[src/rtl/rv_ctrl_pkg.sv]
// rv_ctrl_pkg: shared opcodes, FSM state/class enums and datapath select encodings
// for the multi-cycle RV32I sequencer.
package rv_ctrl_pkg;
    localparam logic [6:0] OP_R     = 7'b0110011;
    localparam logic [6:0] OP_I     = 7'b0010011;
    localparam logic [6:0] OP_LOAD  = 7'b0000011;
    localparam logic [6:0] OP_STORE = 7'b0100011;
    localparam logic [6:0] OP_BR    = 7'b1100011;
    localparam logic [6:0] OP_JAL   = 7'b1101111;
    localparam logic [6:0] OP_JALR  = 7'b1100111;

    typedef enum logic [2:0] {S_IDLE, S_FETCH, S_DECODE, S_EXEC, S_MEM, S_WB, S_HALT} state_e;
    typedef enum logic [2:0] {C_R, C_I, C_LOAD, C_STORE, C_BR, C_JAL, C_JALR} cls_e;

    localparam logic [1:0] ALU_ADD = 2'b00;
    localparam logic [1:0] ALU_BR  = 2'b01;
    localparam logic [1:0] ALU_RF  = 2'b10;
    localparam logic [1:0] ALU_IF  = 2'b11;

    localparam logic [1:0] PC_4   = 2'b00;
    localparam logic [1:0] PC_REL = 2'b01;
    localparam logic [1:0] PC_RS1 = 2'b10;

    localparam logic [1:0] WB_ALU  = 2'b00;
    localparam logic [1:0] WB_MEM  = 2'b01;
    localparam logic [1:0] WB_LINK = 2'b10;
endpackage

[src/rtl/ctrl_opdecode.sv]
// ctrl_opdecode: combinational opcode to instruction class, flagging unsupported opcodes.
module ctrl_opdecode
    import rv_ctrl_pkg::*;
(
    input  logic [6:0] opcode,
    output logic [2:0] cls,
    output logic       illegal
);
    always_comb begin
        cls = C_R;
        illegal = 1'b0;
        case (opcode)
            OP_R:     cls = C_R;
            OP_I:     cls = C_I;
            OP_LOAD:  cls = C_LOAD;
            OP_STORE: cls = C_STORE;
            OP_BR:    cls = C_BR;
            OP_JAL:   cls = C_JAL;
            OP_JALR:  cls = C_JALR;
            default:  illegal = 1'b1;
        endcase
    end
endmodule

[src/rtl/multicycle_ctrl.sv]
// multicycle_ctrl: fetch/decode/exec/mem/writeback sequencer for the RV32I datapath,
// sharing one handshaked memory port and counting retired instructions.
module multicycle_ctrl
    import rv_ctrl_pkg::*;
#(
    parameter int CNT_W = 32
) (
    input  logic             clk,
    input  logic             rstn,
    input  logic [6:0]       opcode,
    input  logic             branch_taken,
    input  logic             mem_ready,
    output logic             mem_req,
    output logic             mem_we,
    output logic             addr_sel,
    output logic             ir_write,
    output logic             pc_write,
    output logic [1:0]       pc_sel,
    output logic [1:0]       alu_op,
    output logic             alu_src_b,
    output logic             reg_write,
    output logic [1:0]       wb_sel,
    output logic             retire,
    output logic [CNT_W-1:0] instret,
    output logic             halted
);
    state_e           state_q, state_d;
    cls_e             cls_q, cls_d;
    logic [CNT_W-1:0] instret_q, instret_d;
    logic [2:0]       dec_cls;
    logic             dec_illegal;
    logic             exec, fetch_done, link;

    ctrl_opdecode u_dec (
        .opcode  (opcode),
        .cls     (dec_cls),
        .illegal (dec_illegal)
    );

    always_comb begin
        state_d = state_q;
        cls_d = cls_q;
        case (state_q)
            S_IDLE:   state_d = S_FETCH;
            S_FETCH:  state_d = mem_ready ? S_DECODE : S_FETCH;
            S_DECODE: begin
                cls_d = cls_e'(dec_cls);
                state_d = dec_illegal ? S_HALT : S_EXEC;
            end
            S_EXEC:   state_d = cls_q == C_BR ? S_FETCH
                              : (cls_q == C_LOAD || cls_q == C_STORE) ? S_MEM : S_WB;
            S_MEM:    state_d = !mem_ready ? S_MEM : cls_q == C_STORE ? S_FETCH : S_WB;
            S_WB:     state_d = S_FETCH;
            default:  state_d = S_HALT;
        endcase
        retire = state_d == S_FETCH && state_q inside {S_EXEC, S_MEM, S_WB};
        instret_d = instret_q + CNT_W'(retire);
    end

    always_ff @(posedge clk or negedge rstn) begin
        if (!rstn) begin
            state_q <= S_IDLE;
            cls_q <= C_R;
            instret_q <= '0;
        end else begin
            state_q <= state_d;
            cls_q <= cls_d;
            instret_q <= instret_d;
        end
    end

    assign exec = state_q == S_EXEC;
    assign fetch_done = state_q == S_FETCH && mem_ready;
    assign link = cls_q inside {C_JAL, C_JALR};

    always_comb begin
        mem_req = state_q inside {S_FETCH, S_MEM};
        mem_we = state_q == S_MEM && cls_q == C_STORE;
        addr_sel = state_q == S_MEM;
        ir_write = fetch_done;
        pc_write = fetch_done || (exec && (cls_q == C_BR ? branch_taken : link));
        pc_sel = !exec ? PC_4 : cls_q == C_JALR ? PC_RS1
               : cls_q inside {C_BR, C_JAL} ? PC_REL : PC_4;
        alu_op = !exec ? ALU_ADD : cls_q == C_R ? ALU_RF : cls_q == C_I ? ALU_IF
               : cls_q == C_BR ? ALU_BR : ALU_ADD;
        alu_src_b = exec && !(cls_q inside {C_R, C_BR});
        reg_write = state_q == S_WB;
        wb_sel = state_q != S_WB ? WB_ALU : cls_q == C_LOAD ? WB_MEM : link ? WB_LINK : WB_ALU;
        halted = state_q == S_HALT;
    end

    assign instret = instret_q;
endmodule

[config.mk]
export PLATFORM = sky130hd
export DESIGN_NAME = multicycle_ctrl
export DESIGN_NICKNAME = d
export VERILOG_FILES = /design/src/rtl/rv_ctrl_pkg.sv /design/src/rtl/ctrl_opdecode.sv /design/src/rtl/multicycle_ctrl.sv
export SDC_FILE = /design/constraint.sdc
export NUM_CORES = 1
export LEC_CHECK = 0
export CORE_MARGIN = 4
export CORE_UTILIZATION = 43
export DETAILED_ROUTE_END_ITERATION = 7
export GPL_ROUTABILITY_DRIVEN = 0
export PLACE_DENSITY = 0.75
export SYNTH_ARGS = -nofsm -noshare
export SYNTH_HDL_FRONTEND = slang
export SYNTH_SLANG_ARGS = --single-unit
[constraint.sdc]
create_clock -name clk -period 2.62 [get_ports clk]
set_clock_uncertainty 0.05 [all_clocks]
set_input_delay 0.786 -clock clk [delete_from_list [all_inputs] [get_ports clk]]
set_output_delay 0.786 -clock clk [all_outputs]
set_load 0.1 [all_outputs]
* Word level (Yosys, flattened, before mapping)
Index checks and enable logic that the tools add are counted.
Storage, ports and cells: register bits 38, word-level logic and storage cells 61, input port bits 11
Cells by class: equality and inequality tests 21, reductions and logical operators 17, add/sub/neg operators 1, muxes and demuxes 19
Operators by type and width (number):
- adder 32 x 1 -> 32 bit | 1
- equality test 7 bit, second input constant | 3
- equality test 3 bit, second input constant | 6
- 2-to-1 mux 2 bit | 9
- one-hot mux 3 bit (6 select lines) | 1
- one-hot mux 3 bit (5 select lines) | 1
- equality test 7 x 6 -> 1 bit, second input constant | 2
- equality test 3 x 2 -> 1 bit, second input constant | 4
- 2-to-1 mux 3 bit | 4
- equality test 3 x 1 -> 1 bit, second input constant | 3
- nonzero test 2 bit | 4
- equality test 7 x 2 -> 1 bit, second input constant | 1
- equality test 7 x 5 -> 1 bit, second input constant | 1
- OR reduction 7 bit | 1
- zero test 3 bit | 2
- logical AND 1 bit | 5
- 2-to-1 mux 1 bit | 4
- != test 3 bit, second input constant | 1
- nonzero test 3 bit | 1
- logical OR 1 bit | 2
- OR reduction 2 bit | 1
- zero test 1 bit | 1

* Longest topological paths before layout
depth after elaboration 8, gate-level depth with buffers 10

* By module
From an unflattened synthesis, not the netlist that was laid out.
Unflattened totals: cells, all modules 191, area, all modules 1975.6 µm²
Modules (own cells, without submodules):
- multicycle_ctrl | instances 1, seq. area each 950.9 µm², area an instance 1885.6 µm², cells an instance 176
- ctrl_opdecode | instances 1, seq. area each 0.0 µm², area an instance 90.1 µm², cells an instance 15

* Worst setup path after synthesis
No wires, ideal clock.
kind flip-flop to flip-flop, from register state_q[2], to register instret_q[28], in the netlist instret[28], data required time 2.407 ns, path buffers 1, period minus slack after synthesis 4.888 ns, stages on the path, launching flop included 11, slack -2.268 ns, setup time 0.163 ns, arrival 4.675 ns, cells stage by stage dfrtp_1 > clkbuf_1 > nor2b_1 > nand3_1 > o32ai_1 > ha_1 > ha_1 > and4_1 > nand3_1 > nor4_1 > xor2_1
Between the ends: word-level cells in the longest chain between the ends 6
RTL lines:
- start: declaration | line multicycle_ctrl.sv:27 | state_e state_q, state_d;
- start signal: assignment | line multicycle_ctrl.sv:66 | state_q <= state_d;
- equality test 3 bit or zero test 3 bit (tied branches) | line multicycle_ctrl.sv:43, multicycle_ctrl.sv:56
- OR reduction 2 bit (no source line)
- one-hot mux 3 bit (5 select lines) | line multicycle_ctrl.sv:43 | case (state_q)
- equality test 3 x 1 -> 1 bit | line multicycle_ctrl.sv:56 | retire = state_d == S_FETCH && state_q inside {S_EXEC, S_MEM, S_WB};
- logical AND 1 bit * | line multicycle_ctrl.sv:56
- named net retire | line multicycle_ctrl.sv:23 | output logic retire,
- adder 32 x 1 -> 32 bit * | line multicycle_ctrl.sv:57 | instret_d = instret_q + CNT_W'(retire);
- named net instret_d[28] | line multicycle_ctrl.sv:29 | logic [CNT_W-1:0] instret_q, instret_d;
- end signal: assignment | line multicycle_ctrl.sv:68 | instret_q <= instret_d;
- end: declaration | line multicycle_ctrl.sv:29
Mark *: on every way through the listed nets, which the timed path passes. The rest lies on a longest branch. A chain may end at the register's enable or synchronous reset.

* Final worst setup path
from register state_q[2], to output port retire
Between the ends: word-level cells in the longest chain between the ends 5
RTL lines (line):
- equality test 3 bit or zero test 3 bit (tied branches) | multicycle_ctrl.sv:43, multicycle_ctrl.sv:56
- OR reduction 2 bit (no source line)
- one-hot mux 3 bit (5 select lines) | multicycle_ctrl.sv:43
- equality test 3 x 1 -> 1 bit | multicycle_ctrl.sv:56
- logical AND 1 bit * | multicycle_ctrl.sv:56
- end: declaration | multicycle_ctrl.sv:23
Every way passes the cells marked *; elsewhere a longest branch is shown, timed or not.

==> results <==
[per-stage QoR]
stage,setup TNS (ps),total power [µW],area (µm²)
after floorplan,-6862,1943,2233
after global placement,-1846,2433,2987
after detailed placement,-2562,2456,2987
after CTS,0,2992,3118
after global routing,0,3150,3147
final,0,3020,3147
[registers in the layout (all words and copies together) (netlist names)]
signal and count:
cls_q 3, state_q 3, instret 32
[cell type report]
class	instances	area [µm²]	area share [%]
multi-input cells	149	1249	39.68
well taps	52	65.06	2.068
clock buffers	6	82.58	2.624
repair buffers	70	747.0	23.74
clock inverters	1	30.03	0.9543
inverters	5	18.77	0.5964
flip-flops and latches	38	954.7	30.34
[path summary, 6_finish.rpt]
check,from,end,cells past startpoint
max,state_q[2],retire,5
min,rstn,instret[24],1
max reg2reg,state_q[2],instret[31],8
min reg2reg,instret[29],instret[29],1
max in group asynchronous,rstn,instret[19],2
min in group clk,instret[29],instret[29],1
[cells by family after synthesis]
logic type | after synthesis | share of synthesized area (%)
AND/OR/NAND/NOR | 96 | 28.34
flip-flops | 38 | 47.44
XOR/XNOR | 33 | 14.42
AO/OA/AOI/OAI | 18 | 6.118
buffers and inverters | 11 | 2.435
adder cells (fa/ha/maj) | 2 | 1.248
[metal layers]
layer / global-route usage (%) / part of all wire, % / up-vias
met1: 22.03 / 43 / 829
met3: 4.965 / 4.9 / 7
met4: 4.710 / 0.97 / 0
li1: - / - / 839
met2: 32.25 / 51 / 34
met5: 0 / 0 / -
[cells in the mapped netlist (all sizes together) (2+ instances only)]
library cell / n / area [µm²]
xor2: 18 / 157.7
dfrtp: 38 / 950.9
and3: 5 / 32.53
nor2: 15 / 56.30
nor4: 7 / 50.05
ha: 2 / 25.02
nand3: 13 / 65.06
inv: 5 / 18.77
nor3b: 2 / 15.01
xnor2: 15 / 131.4
and2: 3 / 21.27
nor2b: 3 / 18.77
and4: 5 / 45.04
nor3: 11 / 55.05
o21ai: 4 / 20.02
clkbuf: 5 / 18.77
nand2b: 4 / 25.02
a22oi: 2 / 15.01
a21oi: 3 / 15.01
nand4: 8 / 95.09
nand2: 17 / 63.81
[report_power, final]
group / internal (µW) / switching (µW)
sequential: 673 / 142
combinational: 561 / 1130
clock: 305 / 206
total: 1540 / 1480
[what timing repair did]
item                                    CTS  global route
cloned                                    0             0
pin swaps                                 3             0
endpoints found under the setup margin    3             2
buffers inserted                          0             3
gates resized for setup                   7             2
==> results.py <==
metrics = {
    "floorplanning": {
        "core-area_mm2": 0.004444,
        "dieArea_mm2": 0.005818,
        "die_height_um": 76.28,
        "die_w_um": 76.28,
        "pin_count": 58,
        "start_util_pct": 45.10,
        "fp-row-count": 24,
    },
    "setup_path": {
        "regToRegSetupSlack_ps": 320,
        "crit_path_start_kind": "flop",
        "cp.required_ps": 1780,
        "worstSetupPathType": "flop to output pin",
        "cp_slowest_cell": "dfrtp_2",
        "endpoint_kind": "output pin",
        "worstPathCellList": "nor2b_4 > nand3_4 > o32ai_4 > buf_4 > buf_12",
        "crit_family": "flip-flops",
        "crit_buf_inv": 2,
        "cp.arrival_ps": 1690,
        "crit_fanout": 3,
        "slowest_delay_ps": 450,
    },
    "clock_tree": {
        "cts_max_level": 2,
        "cts_buffers": 5,
        "cts_tree": "built",
        "holdBufCountCts": 0,
        "clk-insertion-delay-late_ps": 290,
        "clockBufferDepth": 2,
        "clock_sinks": 38,
        "cts-root-buf": "clkbuf_8",
        "clkTransAtPathRegs_ps": 80,
    },
    "global_route": {
        "grt_pass1_vias": 1788,
        "track_usage_pct": 18.31,
        "grt_remaining_overflow": 0,
        "antenna_found_initial": 0,
        "grt_pass1_wl_um": 8707,
        "grt_max_degree": 22,
    },
    "synth": {
        "ys_types": 39,
        "syn-num-nets": 211,
        "ys_warn_count": 0,
        "ys_seq_elements": 38,
        "synth.avg_cell_area_um2": 10.12,
        "synth_top_flop_cell": "dfrtp_1",
        "synth_edf_count": 0,
        "synth_cells": 198,
        "synth_area_mm2": 0.002004,
        "async_reset_ff_share_pct": 100.0,
        "yosysSeqAreaShare_pct": 47.44,
    },
    "run_status": {
        "status": "complete, no violations",
    },
    "timing": {
        "layout_setup_ws_ps": 96.11,
        "fin_crit_ps": 2524,
        "worstMarginPinSlew_ps": 445.9,
        "finalMaxSlewViolations": 0,
        "max_freq_mhz": 396.2,
        "setup_viol": 0,
        "rsz0062_at_grt": "false",
        "final_hold_viol_count": 0,
        "period_share_pct": 96.33,
        "whs_ps": 384.5,
        "slew_headroom_pct": 70.27,
    },
    "cells_and_area": {
        "final_cell_mix": "43 x buf_4, 35 x dfrtp_1, 18 x xor2_1",
        "final_core_util_pct": 70.81,
        "area_delta_synth_final_pct": 56.99,
        "layout-drive-gt1-share_pct": 44.24,
        "fin_nets": 282,
        "final_common_cell": "buf_4",
        "n_antenna_cell": 0,
        "fillCellCount": 318,
        "final_cells": 321,
    },
    "worst_hold_path": {
        "hold_class": "input pin to asynchronous set/reset pin",
    },
    "routing": {
        "drc": 0,
        "final_antenna_net_count": 0,
        "wl_um": 4974,
        "num_vias": 1709,
        "wire_per_inst_um": 15.50,
        "avgViaCountPerCell": 5.324,
        "drtIter0Drc": 55,
        "drtPass1Iterations": 4,
    },
    "placement": {
        "placed_cells": 311,
        "port_buffers": 57,
        "pre_cts_ws_ps": -217.5,
        "hpwl_um": 3775,
    },
    "power_and_ir_drop": {
        "power_density_mw_per_mm2": 959.8,
        "power.leakage_uw": 0.001453,
        "peakVddDrop_mv": 1.188,
    },
    "run": {
        "cap_violations": 0,
    },
}
Note: power is estimated with default switching activity, not from simulation.
